===== config.mk =====
export PLATFORM = sky130hd
export DESIGN_NAME = xorn_stream
export DESIGN_NICKNAME = d
export VERILOG_FILES = /design/src/rtl/xorn_stream.sv
export SDC_FILE = /design/constraint.sdc
export NUM_CORES = 1
export LEC_CHECK = 0
export ABC_AREA = 1
export ABC_CLOCK_PERIOD_IN_PS = 1400
export CAP_MARGIN = 20
export CORE_ASPECT_RATIO = 0.5
export CORE_UTILIZATION = 45
export CTS_CLUSTER_DIAMETER = 200
export DETAILED_ROUTE_END_ITERATION = 7
export PLACE_DENSITY = 0.81
export SLEW_MARGIN = 25
export SYNTH_ARGS = -nofsm -noshare
export SYNTH_HDL_FRONTEND = slang
export SYNTH_SLANG_ARGS = --single-unit

===== constraint.sdc =====
create_clock -name clk -period 1.4 [get_ports clk]
set_clock_uncertainty 0.2 [all_clocks]
set_input_delay 0.28 -clock clk [delete_from_list [all_inputs] [get_ports clk]]
set_output_delay 0.28 -clock clk [all_outputs]
set_load 0.005 [all_outputs]

===== src/rtl/xorn_stream.sv =====
// Streaming bitwise XOR/XNOR/AND/OR unit with per-frame XOR checksum, word count and overflow.
// Optional: define XORN_STREAM_PARITY_EN to add a registered parity output 'par'.
module xorn_stream #(
  parameter int unsigned N  = 16,
  parameter int unsigned CW = 8
) (
  input  logic          clk,
  input  logic          rst_n,
  input  logic [N-1:0]  a,
  input  logic [N-1:0]  b,
  input  logic [1:0]    op,
  input  logic          in_valid,
  input  logic          in_last,
  output logic          in_ready,
  output logic [N-1:0]  f,
  output logic          out_valid,
  output logic          out_last,
  input  logic          out_ready,
  output logic [N-1:0]  chk,
  output logic [CW-1:0] cnt,
`ifdef XORN_STREAM_PARITY_EN
  output logic          par,
`endif
  output logic          ovf
);

  localparam logic [CW-1:0] CNT_MAX = '1;

  typedef enum logic {IDLE, FRAME} state_e;

  state_e          state_q, state_d;
  logic [N-1:0]    acc_q, acc_d;
  logic [CW-1:0]   count_q, count_d;
  logic            flag_q, flag_d;
  logic [N-1:0]    f_d, chk_d;
  logic [CW-1:0]   cnt_d;
  logic            ovf_d, out_valid_d, out_last_d;
  logic [N-1:0]    res_c;
  logic            accept_c;
  logic [CW-1:0]   count_base;
  logic            flag_base;

  assign in_ready = !out_valid || out_ready;
  assign accept_c = in_valid && in_ready;

  // Per-bit operation selected by op
  always_comb begin
    res_c = '0;
    case (op)
      2'b00:   res_c = a ^ b;
      2'b01:   res_c = ~(a ^ b);
      2'b10:   res_c = a & b;
      default: res_c = a | b;
    endcase
  end

  // Next-state, frame accumulation and output register inputs
  always_comb begin
    state_d     = state_q;
    acc_d       = acc_q;
    count_d     = count_q;
    flag_d      = flag_q;
    f_d         = f;
    chk_d       = chk;
    cnt_d       = cnt;
    ovf_d       = ovf;
    out_valid_d = out_valid;
    out_last_d  = out_last;
    count_base  = count_q;
    flag_base   = flag_q;

    // The first word of a frame restarts the count; later words saturate at CNT_MAX
    if (state_q == IDLE) begin
      count_base = CW'(1);
      flag_base  = 1'b0;
    end else if (count_q == CNT_MAX) begin
      count_base = count_q;
      flag_base  = 1'b1;
    end else begin
      count_base = count_q + CW'(1);
      flag_base  = flag_q;
    end

    if (accept_c) begin
      f_d         = res_c;
      out_valid_d = 1'b1;
      out_last_d  = in_last;
      if (in_last) begin
        chk_d   = acc_q ^ res_c;
        cnt_d   = count_base;
        ovf_d   = flag_base;
        acc_d   = '0;
        count_d = '0;
        flag_d  = 1'b0;
        state_d = IDLE;
      end else begin
        acc_d   = acc_q ^ res_c;
        count_d = count_base;
        flag_d  = flag_base;
        state_d = FRAME;
      end
    end else if (out_ready) begin
      out_valid_d = 1'b0;
    end
  end

  always_ff @(posedge clk or negedge rst_n) begin
    if (!rst_n) begin
      state_q   <= IDLE;
      acc_q     <= '0;
      count_q   <= '0;
      flag_q    <= 1'b0;
      f         <= '0;
      chk       <= '0;
      cnt       <= '0;
      ovf       <= 1'b0;
      out_valid <= 1'b0;
      out_last  <= 1'b0;
    end else begin
      state_q   <= state_d;
      acc_q     <= acc_d;
      count_q   <= count_d;
      flag_q    <= flag_d;
      f         <= f_d;
      chk       <= chk_d;
      cnt       <= cnt_d;
      ovf       <= ovf_d;
      out_valid <= out_valid_d;
      out_last  <= out_last_d;
    end
  end

`ifdef XORN_STREAM_PARITY_EN
  // Parity tracks f: loaded with the word, held otherwise
  always_ff @(posedge clk or negedge rst_n) begin
    if (!rst_n) begin
      par <= 1'b0;
    end else if (accept_c) begin
      par <= ^res_c;
    end
  end
`endif

endmodule


# Word level (Yosys, flattened, before mapping)

Index checks and enable logic that the tools add are counted.
W data, S select, Z words.

Add/subtract/negate cells: 1
Eq/ne operators: 3
Multiplexer cells: 11
Bitwise operators: 5
Reduce and logical (&&, ||, !) cells: 6

Operator list:

| operator              | number |
|---|---|
| $pmux W16 S3          | 1 |
| $xor A16 B16 Y16      | 2 |
| $mux W8               | 3 |
| $and A16 B16 Y16      | 1 |
| $mux W16              | 1 |
| $not A16 Y16          | 1 |
| $or A16 B16 Y16       | 1 |
| $add A8 B1 Y8 const B | 1 |
| $eq A8 B8 Y1 const B  | 1 |
| $mux W1               | 6 |
| $eq A2 B1 Y1 const B  | 1 |
| $eq A2 B2 Y1 const B  | 1 |
| $logic_not A2 Y1      | 1 |
| $reduce_and A2 Y1     | 1 |
| $reduce_bool A2 Y1    | 1 |
| $logic_and A1 B1 Y1   | 1 |
| $logic_not A1 Y1      | 1 |
| $logic_or A1 B1 Y1    | 1 |

Bits in registers: 69
Word-level logic and storage cells: 36

# Depth between registers and ports, before layout

Gate-level depths: netlist of run 1.

Depth after elaboration: 5
Mapped depth: 9
Depth with buffers taken out: 9

# Worst setup path before layout of run 1

OpenSTA, ideal clock, no wires.

Path kind: reg-to-reg
Start: register out_valid
End: register cnt[2]
Arrival: 1.252 ns
Required time: 1.075 ns
Slack: -0.177 ns
Cell stages (with the launch flop): 9
Path buffers: 2
Cell sequence: dfrtp_1 -> nand2_2 -> nand2_2 -> nor2_2 -> inv_1 -> buf_2 -> buf_2 -> nand2_1 -> nand2_1

Cells in the longest elaborated chain, start to end: 4

Ends and longest elaborated chain:

| element                     | line | text |
|---|---|---|
| start, declared             | 16   | `output logic out_valid,` |
| start signal, assigned      | 128  | `out_valid <= out_valid_d;` |
| $logic_not A1 Y1            | 43   | `assign in_ready = !out_valid \|\| out_ready;` |
| $logic_or A1 B1 Y1          | 43   |  |
| named net in_ready          | 14   | `output logic in_ready,` |
| $logic_and A1 B1 Y1         | 44   | `assign accept_c = in_valid && in_ready;` |
| $reduce_and A2 Y1 (no line) | n/a  |  |
| end signal, assigned        | 126  | `cnt <= cnt_d;` |
| end, declared               | 20   | `output logic [CW-1:0] cnt,` |

The timed path passes the listed nets, and every way through them passes these cells.
A chain may end at the register's enable or synchronous reset.

# Final worst setup path of run 1

Start: register out_valid
End: register chk[11]

Cells in the longest elaborated chain, start to end: 4

Ends and longest elaborated chain:

| element                     | line | text |
|---|---|---|
| $logic_not A1 Y1            | 43   |  |
| $logic_or A1 B1 Y1          | 43   |  |
| $logic_and A1 B1 Y1         | 44   |  |
| $reduce_and A2 Y1 (no line) | n/a  |  |
| end signal, assigned        | 125  | `chk <= chk_d;` |
| end, declared               | 19   | `output logic [N-1:0] chk,` |

No other way between the ends.

==> flow_summary.yaml, run 1 <==
grt:
  grt-ovfl-total: 0
  antenna_found_initial: 0
  grt_pass1_wl_mm: 22.16
  track_usage_pct: 27.00
  grt_max_degree: 70
  grt_pass1_vias: 4868
floorplanning:
  dieHeight_um: 73.14
  start_util_pct: 47.27
  fp.dieW_um: 144.3
  io_pins: 83
  die_area_um2: 10550
  row_count: 25
  core_area_um2: 9634
timing:
  final.setup.worst_slack_ns: -0.2537
  rsz0062_at_grt: "yes"
  hold_violations: 0
  setup_viol: 71
  post-route-period-util_pct: 118.1
  min_period_ns: 1.654
  worst_hold_slack_ns: 0.2850
  relSlewSlack_pct: 66.71
  clock.fmax_mhz: 604.7
  tns_ns: -12.38
  slew_violations: 0
  max_slew.worst_pin.slew_ns: 0.4993
drt:
  vias_per_cell: 5.834
  routedWlPerCell_um: 19.28
  drt_iter0_drc: 631
  drcViolationCount: 0
  totalWireLength_mm: 18.65
  firstDrtPassIters: 7
  vias: 5641
  antenna_left: 0
finish:
  filler_cell_count: 598
  drive_gt1_share_pct: 37.50
  area_growth_pct: 59.31
  num_antenna_cells: 0
  fin_util_pct: 75.31
  nNetsFinal: 900
  stdcell_count: 967
  final_area_um2: 7256
placed_design:
  dp_cells: 913
  detailed_place_hpwl_mm: 8.169
  dpl-instance-area_um2: 5932
  gp_congestion: 0.8990
  io_buffers: 82
  dp_slack_ns: -0.7246
clock_tree:
  cts_tree: "done"
  cts_num_sinks: 69
  cts.path.max_buffers: 2
  clk_pin_slew_ns: 0.06
  root_buffer: "clkbuf_16"
  htree_levels: 3
  numCtsBuffers: 9
  clock_latency_ns: 0.34
power_and_ir_drop:
  p_per_area_nw_per_um2: 990.7
  power_leakage_nw: 3.713
  ir_drop_mv: 0.6181
  power_mw: 7.188
worst_setup_path:
  cp_top_family: "simple AND/OR/NAND/NOR gates"
  cp_data_required_time_ns: 1.43
  end_kind: "flop"
  cp.arrival_ns: 1.68
  crit_fanout: 9
  start_kind: "flop"
  max_stage_delay_ns: 0.40
  critical_path_class: "flop to flop"
  slowest_stage: "dfrtp_1"
  critPathBufInv: 3
  crit_chain: "buf_6 > nand2_8 > nand2_8 > nor2_4 > inv_4 > clkbuf_16 > nand2_1 > nand2_1"
synth:
  synth_nets: 745
  postSynthCellCount: 673
  ys_ff_latch: 69
  ys_types: 20
  yosysTopAreaCell: "dfrtp_1"
  synth_area_leaders: "dfrtp_1, nand2_1, nand3_1, inv_1, ha_1"
  synth_most_common_cell: "nand2_1"
  synthFlopType: "dfrtp_1"
  synth.cell_area_um2: 4554
  synth_top_area_share_pct: 37.91
  avgSynthCellArea_um2: 6.767
  synth_common_cells: "nand2_1, inv_1, nand3_1"
  synthArstFlopShare_pct: 100.0
  ys_warn_count: 0
  synth_edf_count: 0
  synth.yosys.seq_area_share_pct: 37.91
outcome:
  status: "finished, violations left"
  violations: "setup timing"
hold_path:
  min_path_type: "flop to flop"
flow_run:
  max_cap_violations: 0
-- worst paths after layout --
check	from	end	slack, ns	cells past startpoint
max in group asynchronous	rst_n	count_q[3]	0.36	3
worst max-delay path	out_valid	chk[11]	-0.25	8
worst min register to register	chk[1]	chk[1]	0.28	2
worst min-delay path	chk[1]	chk[1]	0.28	2
worst max register to register	out_valid	chk[11]	-0.25	8
min in group asynchronous	rst_n	chk[7]	0.31	3
-- per-layer routing --
metal	vias up	GRT usage (%)	part of all wire, %
met5	-	0	0
li1	2421	-	-
met3	150	4.856	10
met4	0	11.81	7.1
met2	399	50.24	47
met1	2671	30.76	36
-- registers in the layout, indices dropped and copies added, names as in the netlist --
name       flops
cnt            8
out_last       1
state_q        1
ovf            1
out_valid      1
chk           16
f             16
count_q        8
acc_q         16
flag_q         1
-- power by group --
part	leakage (nW)	switching, mW	internal, mW
Sequential	0.858	0.317	2.32
Clock	0.129	0.846	1.23
Combinational	2.73	1.34	1.13
Total	3.71	2.51	4.68
-- final cells by class --
class	count	area [µm²]	share of cell area, %
Multi-Input combinational cell	463	3075	42.39
Sequential cell	69	1727	23.80
Clock inverter	2	10.01	0.1380
Inverter	112	430.4	5.932
Tap cell	135	168.9	2.328
Timing Repair Buffer	173	1594	21.97
Clock buffer	13	250.2	3.449
-- what timing repair did --
action | 4_1_cts | 5_1_grt
endpoints found under the setup margin | 110 | 85
setup buffers | 22 | 6
resized for setup | 303 | 109
gates cloned | 2 | 10
pin swaps | 42 | 30
hold endpoints to repair | 69 | 0
hold buffers | 1 | 0
-- worst reg2reg max path, cell delays in order (launching register included) --
cell	delay, ns
dfrtp_1	0.40
buf_6	0.14
nand2_8	0.08
nand2_8	0.08
nor2_4	0.19
inv_4	0.11
clkbuf_16	0.19
nand2_1	0.08
nand2_1	0.06
-- kinds of logic after synthesis --
group,synth area share (%)
buffers and inverters,12.17
and+or+nand+nor,37.03
AOI/OAI and AO/OA,3.819
adders and majority gates,9.066
DFF,37.91
-- layout by cell type (no fill, tap or decap), types with 17 or more instances in the layout --
cell type,Yosys,layout
dfrtp_1,69,69
clkbuf_16,0,17
nand2_1,242,196
nand2_2,3,36
dlygate4sd2_1,0,32
inv_2,0,26
nor2_4,0,23
nand3_1,94,72
inv_1,111,83
buf_4,1,58
nand3_2,0,22
buf_2,14,30
nand4_1,19,19
Note: power is estimated with default switching activity, not from simulation.
==> run 2, diff against run 1 <==
--- a/config.mk
+++ b/config.mk
@@ -6,12 +6,13 @@
 export NUM_CORES = 1
 export LEC_CHECK = 0
 export ABC_AREA = 1
-export ABC_CLOCK_PERIOD_IN_PS = 1400
+export ABC_CLOCK_PERIOD_IN_PS = 1500
 export CAP_MARGIN = 20
 export CORE_ASPECT_RATIO = 0.5
 export CORE_UTILIZATION = 45
 export CTS_CLUSTER_DIAMETER = 200
 export DETAILED_ROUTE_END_ITERATION = 7
+export GPL_TIMING_DRIVEN = 0
 export PLACE_DENSITY = 0.81
 export SLEW_MARGIN = 25
 export SYNTH_ARGS = -nofsm -noshare
==> constraint.sdc (replaced) <==
create_clock -name clk -period 1.5 [get_ports clk]
set_clock_uncertainty 0.2 [all_clocks]
set_input_delay 0.3 -clock clk [delete_from_list [all_inputs] [get_ports clk]]
set_output_delay 0.3 -clock clk [all_outputs]
set_load 0.005 [all_outputs]
==> flow_summary.yaml, run 2 (synthesis gave the netlist of run 1 again) <==
timing:
  final.setup.worst_slack_ns: -0.1814
  min_period_ns: 1.681
  post-route-period-util_pct: 112.1
  slew_violations: 0
  rsz0062_at_grt: "yes"
  tns_ns: -5.225
  clock.fmax_mhz: 594.7
  setup_viol: 65
  hold_violations: 0
  worst_hold_slack_ns: 0.1705
  max_slew.worst_pin.slew_ns: 0.3501
  relSlewSlack_pct: 76.66
clock_tree:
  cts_tree: "done"
  htree_levels: 3
  clk_pin_slew_ns: 0.06
  numCtsBuffers: 9
  cts_num_sinks: 69
  root_buffer: "clkbuf_16"
  cts.path.max_buffers: 2
  clock_latency_ns: 0.35
finish:
  fin_util_pct: 74.30
  area_growth_pct: 57.17
  filler_cell_count: 637
  final_cell_mix: "nand2_1, inv_1, dfrtp_1"
  multi_input_area_um2: 2924
  drive_gt1_share_pct: 27.72
  top_regs: "acc_q (16), chk (16), f (16)"
  nNetsFinal: 887
  seqCellArea_um2: 1727
  layout_commonest_cell: "nand2_1"
  num_antenna_cells: 0
worst_setup_path:
  r2r_slack_ns: -0.18
  critPathBufInv: 3
  slowest_stage: "dfrtp_1"
  max_stage_delay_ns: 0.40
  reg2reg_to: "chk[15]"
  crit_chain: "nand2_2 > nand2_4 > nor2_4 > inv_2 > buf_8 > buf_8 > nand2_2 > nand2_1"
  critical_path_class: "flop to flop"
  cp.arrival_ns: 1.71
  crit_fanout: 6
  reg2reg_from: "out_valid"
  r2r.worst_path.cells: 8
  cp_data_required_time_ns: 1.53
  start_kind: "flop"
  cp_top_family: "simple AND/OR/NAND/NOR gates"
  end_kind: "flop"
placed_design:
  gp_congestion: 0.8618
  dp_slack_ns: -0.8658
  io_buffers: 81
  detailed_place_hpwl_mm: 9.042
grt:
  antenna_found_initial: 0
  grt_pass1_vias: 5051
  grt-ovfl-total: 0
  grt_pass1_wl_mm: 24.36
  grt_max_degree: 53
  track_usage_pct: 30.68
drt:
  vias_per_cell: 6.085
  routedWlPerCell_um: 20.47
  totalWireLength_mm: 19.52
  vias: 5805
  drt_iter0_drc: 842
  antenna_left: 0
  firstDrtPassIters: 8
  drcViolationCount: 0
outcome:
  violations: "setup timing"
  status: "finished, violations left"
power_and_ir_drop:
  ir_drop_mv: 0.6469
  power_leakage_nw: 3.650
  power_mw: 7.068
  p_per_area_nw_per_um2: 987.5
flow_run:
  max_cap_violations: 0
hold_path:
  min_path_type: "primary input to asynchronous set/reset pin"
floorplanning:
  die_area_um2: 10550
  row_count: 25
  dieHeight_um: 73.14
  start_util_pct: 47.27
  io_pins: 83
  core_area_um2: 9634
  fp.dieW_um: 144.3
[run 2: cell count changes in the layout (fill, tap and decap cells not counted), sizes merged, moves of 14 or more]
cell / delta
clkbuf: -14
clkdlybuf4s15: +26
buf: -45
dlygate4sd2: +17
[run 2: report_power, final]
group	switching [mW]	internal, mW
clock network	0.912	1.45
logic	1.25	1.05
registers	0.239	2.16
total	2.40	4.66
[run 2: repair_timing]
item	4_1_cts	5_1_grt
gates cloned	3	3
hold buffers	1	0
resized for setup	240	125
setup buffers	28	16
pin swaps	51	36
endpoints found under the setup margin	113	95
endpoints found under the hold margin	69	0
[run 2: worst max-delay path by stage]
stage	end	slack, ns	depth (start not counted)	start
after detailed placement	chk[2]	-0.87	8	out_ready
after CTS	flag_q	-0.06	7	count_q[0]
after global placement	acc_q[7]	-2.48	1	rst_n
after global routing	f[13]	-0.25	8	out_valid
final	chk[15]	-0.18	8	out_valid
after floorplan	cnt[2]	-0.005	8	out_valid
[run 2: per-layer routing]
| metal | GRT usage [%] | vias to the layer above | wire length, µm |
|---|---|---|---|
| met3 | 6.365 | 192 | 2401 |
| met1 | 34.84 | 2693 | 6765 |
| li1 | - | 2406 | - |
| met2 | 53.84 | 514 | 8831 |
| met5 | 0 | - | 0 |
| met4 | 19.30 | 0 | 1527 |
[run 2: area by class of cell]
class | count | area share [%]
buffer | 29 | 4.580
clock buffer | 9 | 3.146
clock inverter | 6 | 1.224
inverter | 112 | 6.048
multi-input combinational | 463 | 40.85
sequential | 69 | 24.12
tap | 135 | 2.360
timing repair buffer | 131 | 17.67
[run 2: through the flow]
stage | instance area, µm² | instances
3_5_place_dp | 5572 | 890
3_3_place_gp | 5547 | 889
2_1_floorplan | 4567 | 673
5_1_grt | 7158 | 954
6_report | 7158 | 954
4_1_cts | 6643 | 937
==> run 3, diff against run 2 <==
--- a/config.mk
+++ b/config.mk
@@ -12,8 +12,9 @@
 export CORE_UTILIZATION = 45
 export CTS_CLUSTER_DIAMETER = 200
 export DETAILED_ROUTE_END_ITERATION = 7
+export DONT_BUFFER_PORTS = 1
 export GPL_TIMING_DRIVEN = 0
-export PLACE_DENSITY = 0.81
+export PLACE_DENSITY = 0.7
 export SLEW_MARGIN = 25
 export SYNTH_ARGS = -nofsm -noshare
 export SYNTH_HDL_FRONTEND = slang
==> flow_summary.yaml, run 3 (synthesis gave the netlist of run 1 again) <==
outcome:
  status: "finished, violations left"
  violations: "hold timing, setup timing"
worst_setup_path:
  max_stage_delay_ns: 0.42
  cp_top_family: "simple AND/OR/NAND/NOR gates"
  slowest_stage: "dfrtp_1"
  cp.arrival_ns: 1.68
  start_kind: "flop"
  reg2reg_from: "out_valid"
  path_common_cell: "buf_6"
  end_kind: "flop"
  critPathBufInv: 3
  startpoint: "out_valid"
  crit_chain: "nand2_4 > nand2_8 > nor2_4 > buf_6 > buf_6 > clkbuf_16 > nand3_1 > nand2_1"
  critical_path_class: "flop to flop"
  crit_fanout: 5
  cp_data_required_time_ns: 1.58
timing:
  slew_violations: 0
  min_period_ns: 1.599
  clock.fmax_mhz: 625.5
  final.setup.worst_slack_ns: -0.09880
  max_slew.worst_pin.slew_ns: 0.5455
  setup_viol: 34
  post-route-period-util_pct: 106.6
  hold_violations: 69
  relSlewSlack_pct: 63.63
  rsz0062_at_grt: "yes"
  worst_hold_slack_ns: -0.5472
finish:
  nNetsFinal: 781
  layout_commonest_cell: "nand2_1"
  stdcell_count: 849
  top_regs: "acc_q (16), chk (16), f (16)"
  final_area_um2: 5957
  area_growth_pct: 30.80
  final_cell_mix: "nand2_1, inv_1, nand3_1"
  drive_gt1_share_pct: 19.61
  num_antenna_cells: 0
drt:
  firstDrtPassIters: 7
  vias: 4533
  vias_per_cell: 5.339
  drt_iter0_drc: 316
  totalWireLength_mm: 13.86
  antenna_left: 0
  routedWlPerCell_um: 16.32
  drcViolationCount: 0
clock_tree:
  cts_hold_buf: 2
  clk_pin_slew_ns: 0.06
  clock_latency_ns: 0.34
  cts_num_sinks: 69
  cts_tree: "done"
  root_buffer: "clkbuf_16"
  cts.path.max_buffers: 2
  htree_levels: 3
  numCtsBuffers: 9
grt:
  grt_pass1_wl_mm: 20.58
  grt-ovfl-total: 0
  grt_pass1_vias: 4102
  track_usage_pct: 26.12
  grt_max_degree: 70
  antenna_found_initial: 0
floorplanning:
  row_count: 25
  fp.dieW_um: 144.3
  core_area_um2: 9634
  dieHeight_um: 73.14
  start_util_pct: 47.27
  die_area_um2: 10550
  io_pins: 83
placed_design:
  dpl-instance-area_um2: 4736
  io_buffers: 0
  gp_congestion: 0.8883
  dp_cells: 808
  detailed_place_hpwl_mm: 8.592
power_and_ir_drop:
  ir_drop_mv: 0.4726
  power_leakage_nw: 3.067
  power_mw: 6.184
  p_per_area_nw_per_um2: 1038
hold_path:
  min_path_type: "primary input to asynchronous set/reset pin"
flow_run:
  max_cap_violations: 0
[run 3: cell type report]
type | count | area [µm²]
fill | 846 | 3677
multi-input combinational | 464 | 2724
sequential | 69 | 1727
inverter | 112 | 432.9
buffer | 30 | 300.3
timing repair buffer | 23 | 286.5
clock buffer | 11 | 232.7
tap | 135 | 168.9
clock inverter | 5 | 85.08
[run 3: repair_timing]
action,in CTS,in global routing
buffers inserted,10,4
endpoints found under the hold margin,73,69
pin swaps,21,39
cloned,6,3
setup endpoints to repair,69,67
resized for setup,83,74
[run 3: worst paths after layout]
path | slack [ns] | to | cells after the start
hold / removal | -0.55 | chk[7] | 0
setup reg to reg | -0.1 | chk[12] | 8
setup / recovery | -0.1 | chk[12] | 8
hold reg to reg | 0.30 | acc_q[8] | 2
max in group asynchronous | 1.53 | count_q[0] | 0
min in group clk | 0.01 | out_valid | 3
[run 3: report_power, final]
part	internal, mW	switching, mW	leakage, nW
Sequential	2.16	0.287	0.858
Combinational	0.594	0.840	2.06
Clock	1.46	0.838	0.150
[run 3: metrics by stage]
| stage | setup WS, ns | utilization (%) | TNS (ns) |
|---|---|---|---|
| after floorplan | -0.005388 | - | -0.005388 |
| after global placement | -0.4022 | 49.16 | -18.51 |
| after detailed placement | -0.4170 | 49.16 | -19.19 |
| after CTS | -0.05338 | 57.44 | -0.8018 |
| after global routing | -0.1456 | 61.83 | -3.980 |
| final | -0.09880 | 61.83 | -1.140 |
[run 3: metal layers]
layer	wire, µm	part of all wire, %	track usage, %
met1	5794	42	32.85
met2	6514	47	43.10
met3	1277	9.2	8.333
met4	269	1.9	8.070
met5	0	0	0
